`config.mk`:
```
export PLATFORM = sky130hd
export DESIGN_NAME = calc_op_scheduler_flat
export DESIGN_NICKNAME = d
export VERILOG_FILES = /design/src/rtl/calc_op_scheduler_if.sv /design/src/rtl/calc_op_scheduler.sv /design/src/flat_wrapper.sv
export SDC_FILE = /design/constraint.sdc
export NUM_CORES = 1
export LEC_CHECK = 0
export BUFFER_PORTS_ARGS = -buffer_cell sky130_fd_sc_hd__buf_2
export CORE_AREA = 3 3 244 246
export CTS_CLUSTER_SIZE = 28
export DETAILED_ROUTE_END_ITERATION = 8
export DIE_AREA = 0 0 247 249
export PLACE_DENSITY = 0.57
export SLEW_MARGIN = 15
export SYNTH_ARGS = -nofsm -noshare
export SYNTH_HDL_FRONTEND = slang
export SYNTH_SLANG_ARGS = --single-unit
```
`constraint.sdc`:
```
create_clock -name c_clk -period 6.3 [get_ports c_clk]
set_clock_uncertainty 0.1 [all_clocks]
set_input_delay 0 -clock c_clk [delete_from_list [all_inputs] [get_ports c_clk]]
set_output_delay 0 -clock c_clk [all_outputs]
set_load 0.05 [all_outputs]
```
`src/rtl/calc_op_scheduler_if.sv`:
```
// Bundle of request, execution-unit and response signals for calc_op_scheduler.
// The slave modport is the scheduler; the master modport is the port/unit side.
interface calc_op_scheduler_if;
  logic [3:0]   req_valid;
  logic [15:0]  req_cmd;
  logic [127:0] req_a;
  logic [127:0] req_b;
  logic [3:0]   req_ready;

  logic         arith_issue;
  logic [3:0]   arith_cmd;
  logic [31:0]  arith_a;
  logic [31:0]  arith_b;
  logic [31:0]  arith_result;
  logic [1:0]   arith_resp;

  logic         shift_issue;
  logic [3:0]   shift_cmd;
  logic [31:0]  shift_a;
  logic [31:0]  shift_b;
  logic [31:0]  shift_result;
  logic [1:0]   shift_resp;

  logic [7:0]   out_resp;
  logic [127:0] out_data;

  modport slave (
    input  req_valid, req_cmd, req_a, req_b,
    input  arith_result, arith_resp, shift_result, shift_resp,
    output req_ready,
    output arith_issue, arith_cmd, arith_a, arith_b,
    output shift_issue, shift_cmd, shift_a, shift_b,
    output out_resp, out_data
  );

  modport master (
    output req_valid, req_cmd, req_a, req_b,
    output arith_result, arith_resp, shift_result, shift_resp,
    input  req_ready,
    input  arith_issue, arith_cmd, arith_a, arith_b,
    input  shift_issue, shift_cmd, shift_a, shift_b,
    input  out_resp, out_data
  );
endinterface

```
`src/rtl/calc_op_scheduler.sv`:
```
// Shares one add/sub unit and one shift unit between four ports: per-port command
// slots, an oldest-first queue per unit, and per-unit tag pipelines for routing results.
module calc_op_scheduler #(
  parameter int ARITH_LAT = 1,
  parameter int SHIFT_LAT = 1
) (
  input logic               c_clk,
  input logic               reset,
  calc_op_scheduler_if.slave bus
);

  localparam int NP = 4;

  logic [3:0]           ready_q, ready_d;
  logic [3:0]           cmd_q [NP];
  logic [3:0]           cmd_d [NP];
  logic [31:0]          a_q [NP];
  logic [31:0]          a_d [NP];
  logic [31:0]          b_q [NP];
  logic [31:0]          b_d [NP];
  logic [1:0]           resp_q [NP];
  logic [1:0]           resp_d [NP];
  logic [31:0]          data_q [NP];
  logic [31:0]          data_d [NP];

  // Unit 0 is arith, unit 1 is shift; each queue holds port numbers.
  logic [1:0]           fifo_q [2][4];
  logic [1:0]           fifo_d [2][4];
  logic [2:0]           cnt_q [2];
  logic [2:0]           cnt_d [2];

  logic [ARITH_LAT-1:0] atag_v_q, atag_v_d;
  logic [1:0]           atag_p_q [ARITH_LAT];
  logic [1:0]           atag_p_d [ARITH_LAT];
  logic [SHIFT_LAT-1:0] stag_v_q, stag_v_d;
  logic [1:0]           stag_p_q [SHIFT_LAT];
  logic [1:0]           stag_p_d [SHIFT_LAT];

  logic [1:0]           issue_vld;
  logic [1:0]           head_port [2];

  function automatic logic is_arith(input logic [3:0] c);
    return (c == 4'd1) || (c == 4'd2);
  endfunction

  function automatic logic is_shift(input logic [3:0] c);
    return (c == 4'd5) || (c == 4'd6);
  endfunction

  assign issue_vld[0] = (cnt_q[0] != 3'd0);
  assign issue_vld[1] = (cnt_q[1] != 3'd0);
  assign head_port[0] = fifo_q[0][0];
  assign head_port[1] = fifo_q[1][0];

  // Ready is forced low while reset is held so nothing is accepted in that window.
  assign bus.req_ready   = reset ? 4'h0 : ready_q;

  assign bus.arith_issue = issue_vld[0];
  assign bus.arith_cmd   = issue_vld[0] ? cmd_q[head_port[0]] : 4'd0;
  assign bus.arith_a     = issue_vld[0] ? a_q[head_port[0]]   : 32'd0;
  assign bus.arith_b     = issue_vld[0] ? b_q[head_port[0]]   : 32'd0;
  assign bus.shift_issue = issue_vld[1];
  assign bus.shift_cmd   = issue_vld[1] ? cmd_q[head_port[1]] : 4'd0;
  assign bus.shift_a     = issue_vld[1] ? a_q[head_port[1]]   : 32'd0;
  assign bus.shift_b     = issue_vld[1] ? b_q[head_port[1]]   : 32'd0;

  for (genvar g = 0; g < NP; g++) begin : g_pack
    assign bus.out_resp[2*g +: 2]  = resp_q[g];
    assign bus.out_data[32*g +: 32] = data_q[g];
  end

  always_comb begin
    ready_d = ready_q;
    for (int p = 0; p < NP; p++) begin
      cmd_d[p]  = cmd_q[p];
      a_d[p]    = a_q[p];
      b_d[p]    = b_q[p];
      resp_d[p] = 2'd0;
      data_d[p] = 32'd0;
    end
    for (int u = 0; u < 2; u++) begin
      cnt_d[u] = cnt_q[u];
      for (int i = 0; i < 4; i++) fifo_d[u][i] = fifo_q[u][i];
    end

    // Pop first so this cycle's pushes land behind the remaining entries.
    for (int u = 0; u < 2; u++) begin
      if (issue_vld[u]) begin
        for (int i = 0; i < 3; i++) fifo_d[u][i] = fifo_q[u][i+1];
        fifo_d[u][3] = 2'd0;
        cnt_d[u]     = cnt_q[u] - 3'd1;
      end
    end

    for (int p = 0; p < NP; p++) begin
      if (bus.req_valid[p] && bus.req_ready[p] && (bus.req_cmd[4*p +: 4] != 4'd0)) begin
        if (is_arith(bus.req_cmd[4*p +: 4]) || is_shift(bus.req_cmd[4*p +: 4])) begin
          ready_d[p] = 1'b0;
          cmd_d[p]   = bus.req_cmd[4*p +: 4];
          a_d[p]     = bus.req_a[32*p +: 32];
          b_d[p]     = bus.req_b[32*p +: 32];
          if (is_arith(bus.req_cmd[4*p +: 4])) begin
            fifo_d[0][cnt_d[0][1:0]] = 2'(p);
            cnt_d[0] = cnt_d[0] + 3'd1;
          end else begin
            fifo_d[1][cnt_d[1][1:0]] = 2'(p);
            cnt_d[1] = cnt_d[1] + 3'd1;
          end
        end else begin
          resp_d[p] = 2'd2;
          data_d[p] = 32'd0;
        end
      end
    end

    atag_v_d[0] = issue_vld[0];
    atag_p_d[0] = head_port[0];
    for (int i = 1; i < ARITH_LAT; i++) begin
      atag_v_d[i] = atag_v_q[i-1];
      atag_p_d[i] = atag_p_q[i-1];
    end
    stag_v_d[0] = issue_vld[1];
    stag_p_d[0] = head_port[1];
    for (int i = 1; i < SHIFT_LAT; i++) begin
      stag_v_d[i] = stag_v_q[i-1];
      stag_p_d[i] = stag_p_q[i-1];
    end

    // A completing port is idle otherwise, so it can take a new command right away.
    if (atag_v_q[ARITH_LAT-1]) begin
      resp_d[atag_p_q[ARITH_LAT-1]]  = bus.arith_resp;
      data_d[atag_p_q[ARITH_LAT-1]]  = bus.arith_result;
      ready_d[atag_p_q[ARITH_LAT-1]] = 1'b1;
    end
    if (stag_v_q[SHIFT_LAT-1]) begin
      resp_d[stag_p_q[SHIFT_LAT-1]]  = bus.shift_resp;
      data_d[stag_p_q[SHIFT_LAT-1]]  = bus.shift_result;
      ready_d[stag_p_q[SHIFT_LAT-1]] = 1'b1;
    end
  end

  always_ff @(posedge c_clk) begin
    if (reset) begin
      ready_q  <= 4'hF;
      atag_v_q <= '0;
      stag_v_q <= '0;
      for (int u = 0; u < 2; u++) cnt_q[u] <= 3'd0;
      for (int p = 0; p < NP; p++) begin
        resp_q[p] <= 2'd0;
        data_q[p] <= 32'd0;
      end
    end else begin
      ready_q  <= ready_d;
      atag_v_q <= atag_v_d;
      stag_v_q <= stag_v_d;
      for (int u = 0; u < 2; u++) cnt_q[u] <= cnt_d[u];
      for (int p = 0; p < NP; p++) begin
        resp_q[p] <= resp_d[p];
        data_q[p] <= data_d[p];
      end
    end
    for (int p = 0; p < NP; p++) begin
      cmd_q[p] <= cmd_d[p];
      a_q[p]   <= a_d[p];
      b_q[p]   <= b_d[p];
    end
    for (int u = 0; u < 2; u++)
      for (int i = 0; i < 4; i++) fifo_q[u][i] <= fifo_d[u][i];
    for (int i = 0; i < ARITH_LAT; i++) atag_p_q[i] <= atag_p_d[i];
    for (int i = 0; i < SHIFT_LAT; i++) stag_p_q[i] <= stag_p_d[i];
  end

endmodule

```
`src/flat_wrapper.sv`:
```
// flat-port wrapper written by rule: the top's interface ports become plain ports
module calc_op_scheduler_flat 
#(
  parameter int ARITH_LAT = 1,
  parameter int SHIFT_LAT = 1
)
  (c_clk, reset, bus_req_valid, bus_req_cmd, bus_req_a, bus_req_b, bus_arith_result, bus_arith_resp, bus_shift_result, bus_shift_resp, bus_req_ready, bus_arith_issue, bus_arith_cmd, bus_arith_a, bus_arith_b, bus_shift_issue, bus_shift_cmd, bus_shift_a, bus_shift_b, bus_out_resp, bus_out_data);
  calc_op_scheduler_if bus_i ();
  input logic c_clk;
  input logic reset;
  input wire logic [$bits(bus_i.req_valid)-1:0] bus_req_valid;
  input wire logic [$bits(bus_i.req_cmd)-1:0] bus_req_cmd;
  input wire logic [$bits(bus_i.req_a)-1:0] bus_req_a;
  input wire logic [$bits(bus_i.req_b)-1:0] bus_req_b;
  input wire logic [$bits(bus_i.arith_result)-1:0] bus_arith_result;
  input wire logic [$bits(bus_i.arith_resp)-1:0] bus_arith_resp;
  input wire logic [$bits(bus_i.shift_result)-1:0] bus_shift_result;
  input wire logic [$bits(bus_i.shift_resp)-1:0] bus_shift_resp;
  output wire logic [$bits(bus_i.req_ready)-1:0] bus_req_ready;
  output wire logic [$bits(bus_i.arith_issue)-1:0] bus_arith_issue;
  output wire logic [$bits(bus_i.arith_cmd)-1:0] bus_arith_cmd;
  output wire logic [$bits(bus_i.arith_a)-1:0] bus_arith_a;
  output wire logic [$bits(bus_i.arith_b)-1:0] bus_arith_b;
  output wire logic [$bits(bus_i.shift_issue)-1:0] bus_shift_issue;
  output wire logic [$bits(bus_i.shift_cmd)-1:0] bus_shift_cmd;
  output wire logic [$bits(bus_i.shift_a)-1:0] bus_shift_a;
  output wire logic [$bits(bus_i.shift_b)-1:0] bus_shift_b;
  output wire logic [$bits(bus_i.out_resp)-1:0] bus_out_resp;
  output wire logic [$bits(bus_i.out_data)-1:0] bus_out_data;
  assign bus_i.req_valid = bus_req_valid;
  assign bus_i.req_cmd = bus_req_cmd;
  assign bus_i.req_a = bus_req_a;
  assign bus_i.req_b = bus_req_b;
  assign bus_i.arith_result = bus_arith_result;
  assign bus_i.arith_resp = bus_arith_resp;
  assign bus_i.shift_result = bus_shift_result;
  assign bus_i.shift_resp = bus_shift_resp;
  assign bus_req_ready = bus_i.req_ready;
  assign bus_arith_issue = bus_i.arith_issue;
  assign bus_arith_cmd = bus_i.arith_cmd;
  assign bus_arith_a = bus_i.arith_a;
  assign bus_arith_b = bus_i.arith_b;
  assign bus_shift_issue = bus_i.shift_issue;
  assign bus_shift_cmd = bus_i.shift_cmd;
  assign bus_shift_a = bus_i.shift_a;
  assign bus_shift_b = bus_i.shift_b;
  assign bus_out_resp = bus_i.out_resp;
  assign bus_out_data = bus_i.out_data;
  calc_op_scheduler #(.ARITH_LAT(ARITH_LAT), .SHIFT_LAT(SHIFT_LAT)) u_core (.c_clk(c_clk), .reset(reset), .bus(bus_i));
endmodule
```
Yosys cells after proc, flatten, opt, wreduce, memory -nomap -nowiden:

Memory sizes are Yosys's and may differ from the RTL's.
Index checks and enable logic that the tools add are counted.

* output and inout port bits: 278
* logic and storage cells: 286
* ROM bits: 0
* memory bits (writable): 434
* memories: 9
* bits in registers: 6
* latch bits: 0

* reductions and logical operators: 42
* bitwise logic cells: 41
* mux-type cells: 133
* div/mod/pow operators: 0
* shift-type cells: 0
* add/subtract/negate cells: 10
* $mul: 0
* equal/unequal tests: 24
* order comparisons: 24

Memory list
* u_core.a_q: words 4, bits a word 32, read ports 2, clocked after Yosys merged registers in 0, wr ports 4, RTL line calc_op_scheduler.sv:17 `logic [31:0] a_q [NP];`
* u_core.b_q: words 4, bits a word 32, read ports 2, clocked after Yosys merged registers in 0, wr ports 4, RTL line calc_op_scheduler.sv:19 `logic [31:0] b_q [NP];`
* u_core.data_q: words 4, bits a word 32, read ports 4, clocked after Yosys merged registers in 0, wr ports 4, RTL line calc_op_scheduler.sv:23 `logic [31:0] data_q [NP];`
* u_core.cmd_q: words 4, bits a word 4, read ports 2, clocked after Yosys merged registers in 0, wr ports 4, RTL line calc_op_scheduler.sv:15 `logic [3:0] cmd_q [NP];`
* u_core.fifo_q: words 2, bits a word 8, read ports 2, clocked after Yosys merged registers in 0, wr ports 2, RTL line calc_op_scheduler.sv:27 `logic [1:0] fifo_q [2][4];`
* u_core.resp_q: words 4, bits a word 2, read ports 4, clocked after Yosys merged registers in 0, wr ports 4, RTL line calc_op_scheduler.sv:21 `logic [1:0] resp_q [NP];`
* 3 more memories

Operators by type and width (count)
* two-way mux 32 bit: 26
* two-way mux 128 bit: 2
* AND 128 bit: 1
* bitwise mux 128 bit: 1
* demux 32 bit (select 2 bit): 2
* two-way mux 16 bit: 8
* two-way mux 8 bit: 12
* two-way mux 4 bit: 13
* two-way mux 6 bit: 8
* two-way mux 2 bit: 22
* demux 2 bit (select 2 bit): 10
* two-way mux 3 bit: 12
* equality test 4 x 3 -> 1 bit (second input constant): 8
* >= comparator 3 bit (second input constant): 10
* less-than comparator 3 x 1 -> 1 bit (second input constant): 10
* inverter 2 -> 3 bit: 10
* adder 3 x 1 -> 3 bit (second input constant): 8
* OR 4 bit: 6
* logical AND 1 bit: 20
* AND 4 bit: 4
* AND 8 bit: 2
* bitwise mux 8 bit: 2
* equality test 4 x 1 -> 1 bit (second input constant): 4
* equality test 4 x 2 -> 1 bit (second input constant): 4
* other kinds (15): 69

Depth between registers and ports, before layout:

* depth after elaboration: 24
* gate-level depth with buffers: 17
* mapped depth without buffers: 15

Worst setup path before layout:

OpenSTA, ideal clock, no wires.

* path type: register to register
* start point: reg u_core.ready_q[3]
* end point: mem u_core.cnt_q[1][0], in the netlist u_core.cnt_q[0][3]
* buffers on the path: 0
* cell stages (with the launch flop): 7
* arrival: 7.275 ns
* slack: -1.204 ns
* path through: dfxtp_1 -> nor2b_1 -> nand2_1 -> nor3_1 -> nand2_1 -> o21ai_0 -> a21oi_1

RTL lines
* start, declared: RTL line calc_op_scheduler.sv:14 `logic [3:0] ready_q, ready_d;`
* start signal, assigned: RTL line calc_op_scheduler.sv:153 `ready_q <= ready_d;`
* end, declared: RTL line calc_op_scheduler.sv:29 `logic [2:0] cnt_q [2];`

==> flow_summary.yaml <==
synth:
  synth_xor_area_share_pct: 1.456
  synth_ff_type: "edfxtp_1"
  syn_area_mm2: 0.01968
  synth_edf_count: 272
  syn_nets: 1864
  synth_compound_area_share_pct: 6.110
  synth_top_family_by_area: "multiplexers"
  synth-simple-area-share_pct: 13.49
  yosys.area_share.adder_pct: 1.526
  ys.warnings.count: 0
  syn_avg_cell_area_um2: 13.17
  synthMuxAreaShare_pct: 16.12
  synth_seq_cells: 440
  synthCells: 1494
  synth-async-reset-ratio_pct: 0
  seq_area_frac_synth_pct: 58.59
  ys_types: 55
clocking:
  cts_buffers: 50
  cts_max_level: 2
  cts_setup_buffers: 0
  insertion_delay_ps: 580
  clkSinkCount: 440
  root_buffer: "clkbuf_16"
  clockBufferDepth: 3
  path_clk_slew_ps: 60
  cts_tree: "built"
  cts_resized: 0
sta:
  slew_violations: 0
  max_freq_ghz: 0.2625
  fin_hold_ws_ps: 23.34
  setup_viol: 0
  finalCritPeriodShare_pct: 60.48
  rsz0062_at_grt: "false"
  finalSetupTns_ps: 0
  min_period_ps: 3810
  finalHoldViolCount: 0
  worstMarginPinSlew_ps: 1087
  relSlewSlack_pct: 27.50
power_and_ir_drop:
  p_leak_nw: 11.71
  p_int_w: 0.006761
  seqPwrFrac_pct: 28.3
  clockPowerShare_pct: 23.3
  p_per_area_mw_per_mm2: 419.4
  p_sw_share_pct: 44.96
  power.switching_w: 0.005522
  ir_worst_vdd_uv: 281.3
  combPwrFrac_pct: 48.4
cells_and_area:
  fin_nets: 2858
  final_cell_mix: "buf_2, dlygate4sd3_1, edfxtp_1"
  final_cells: 3307
  fill_cells: 5037
  drive_gt1_share_pct: 35.03
  synthToLayoutAreaGrowth_pct: 48.80
  layout_commonest_cell: "buf_2"
setup_path:
  worstPathRequired_ps: 6670
  crit_chain: "inv_1 -> ha_1 -> nor2b_1 -> xnor2_1 -> xnor2_2 -> inv_1 -> ha_1 -> nand2_1 -> nand2_1 -> ha_1 -> inv_1 -> a22oi_1 -> nor3_1 -> a211o_1"
  critPathLaunch: "u_core.cnt_q[0][0]"
  worstPathMaxFanout: 7
  slowest_delay_ps: 460
  critPathCaptureType: "register"
  start_kind: "register"
  crit_slowest_cell: "nor2b_1"
  cp.arrival_ps: 4180
  critical_path_class: "register to register"
  cp.buffers_inverters: 3
  r2r_start: "u_core.cnt_q[0][0]"
  path_delay_family: "adder cells"
routing:
  first_iter_violations: 1306
  firstDrtPassIters: 5
  ant_nets: 0
  wl_mm: 76.48
  vias: 17120
  drc: 0
  viasPerCell: 5.177
  wl_per_cell_um: 23.13
die:
  core_region_area_mm2: 0.05759
  die_area_mm2: 0.06150
  die-width_um: 247
  initial_core_util_pct: 34.18
  rows: 88
  boundaryPins: 624
  die_h_um: 249
run:
  cap_violations: 0
global_route:
  grt_remaining_overflow: 0
  grt_pass1_wl_mm: 113.7
  grt_usage_pct: 24.25
  antenna_found_initial: 12
  grt_pass1_vias: 18460
  grt_max_degree: 106
min_path:
  hp-class: "input pin to register"
  hold_start: "bus_req_a[29]"
placed_design:
  dp_cells: 2789
  dp_hpwl_mm: 50.08
  place_congestion: 0.8395
  port_buffers: 623
outcome:
  status: "completed"
layer usage:
layer / vias to the layer above / GRT usage [%] / share of wire, %
li1: 7584 / - / -
met1: 8518 / 28.03 / 37
met2: 839 / 42.06 / 49
met5: - / 0 / 0.016
met3: 177 / 7.180 / 9.3
met4: 2 / 9.527 / 3.9
synth_stat cells, drive strengths merged, types with 4 or more instances:
library cell    n  area, um^2
nand4           5       31.28
nor2b           6       37.54
and2          141       883.4
buf            23       95.09
o21ai          11       55.05
dfxtp         168        3363
inv            24       90.09
a211oi          8       60.06
and3            6       37.54
nand2          64       240.2
xnor3           4       90.09
ha             24       300.3
nor3          121       626.9
edfxtp        272        8168
xnor2          12       161.4
nand3          16       90.09
clkbuf         92       346.6
mux2i          11       110.1
a22oi          35       262.8
xor2            4       35.03
nor2          149       559.3
a22o            4       35.03
mux4          136        3063
a21oi         118       590.6
state kept, by name, indices dropped and copies added, names as in the netlist:
name             flops
u_core.a_q         128
u_core.atag_p_q      2
u_core.atag_v_q      1
u_core.b_q         128
u_core.cmd_q        16
u_core.cnt_q         6
u_core.data_q      128
u_core.fifo_q       16
u_core.ready_q       4
u_core.resp_q        8
u_core.stag_p_q      2
u_core.stag_v_q      1
power by group through the flow:
stage	combinational, W	clock [W]	sequential (W)
after floorplan	0.00391	0	0.00366
after global placement	0.00559	0	0.00354
after detailed placement	0.00559	0	0.00354
after CTS	0.00593	0.00291	0.00348
after global routing	0.00625	0.00303	0.00351
final	0.00595	0.00286	0.00348
cell type report:
type	count	area, um^2	area share (%)
sequential	440	11550	39.43
multi-input combinational	915	7662	26.17
timing repair buffer	1057	7410	25.30
clock buffer	71	1400	4.781
tap	765	957.2	3.269
clock inverter	22	186.4	0.6366
inverter	24	90.09	0.3076
antenna	13	32.53	0.1111
what timing repair did:
item	4_1_cts	5_1_grt
hold buffers	412	0
hold endpoints to repair	435	0
endpoints found under the setup margin	0	0
logic make-up after synthesis:
family | count (synthesis)
and+or+nand+nor | 526
DFF | 440
AOI/OAI and AO/OA | 198
muxes | 147
buffers and inverters | 139
adders and majority gates | 24
xor gates and xnor gates | 20
final timing paths:
kind / endpoint / slack (ps) / cells past startpoint
worst max-delay path: u_core.fifo_q[0][5] / 2490 / 14
worst min-delay path: u_core.a_q[0][29] / 20 / 2
worst max register to register: u_core.fifo_q[0][5] / 2490 / 14
worst min register to register: u_core.ready_q[3] / 370 / 2
per-stage QoR:
step	cell area (um^2)	setup slack (ps)	power [W]	utilization, %
floorplan	19690	1190	0.007573	-
finish	29280	2490	0.01228	50.85
global route	29280	2177	0.01279	50.85
global placement	23540	2683	0.009128	40.88
detailed placement	23540	2573	0.009130	40.88
CTS	29250	2531	0.01232	50.80
Note: power is estimated with default switching activity, not from simulation.
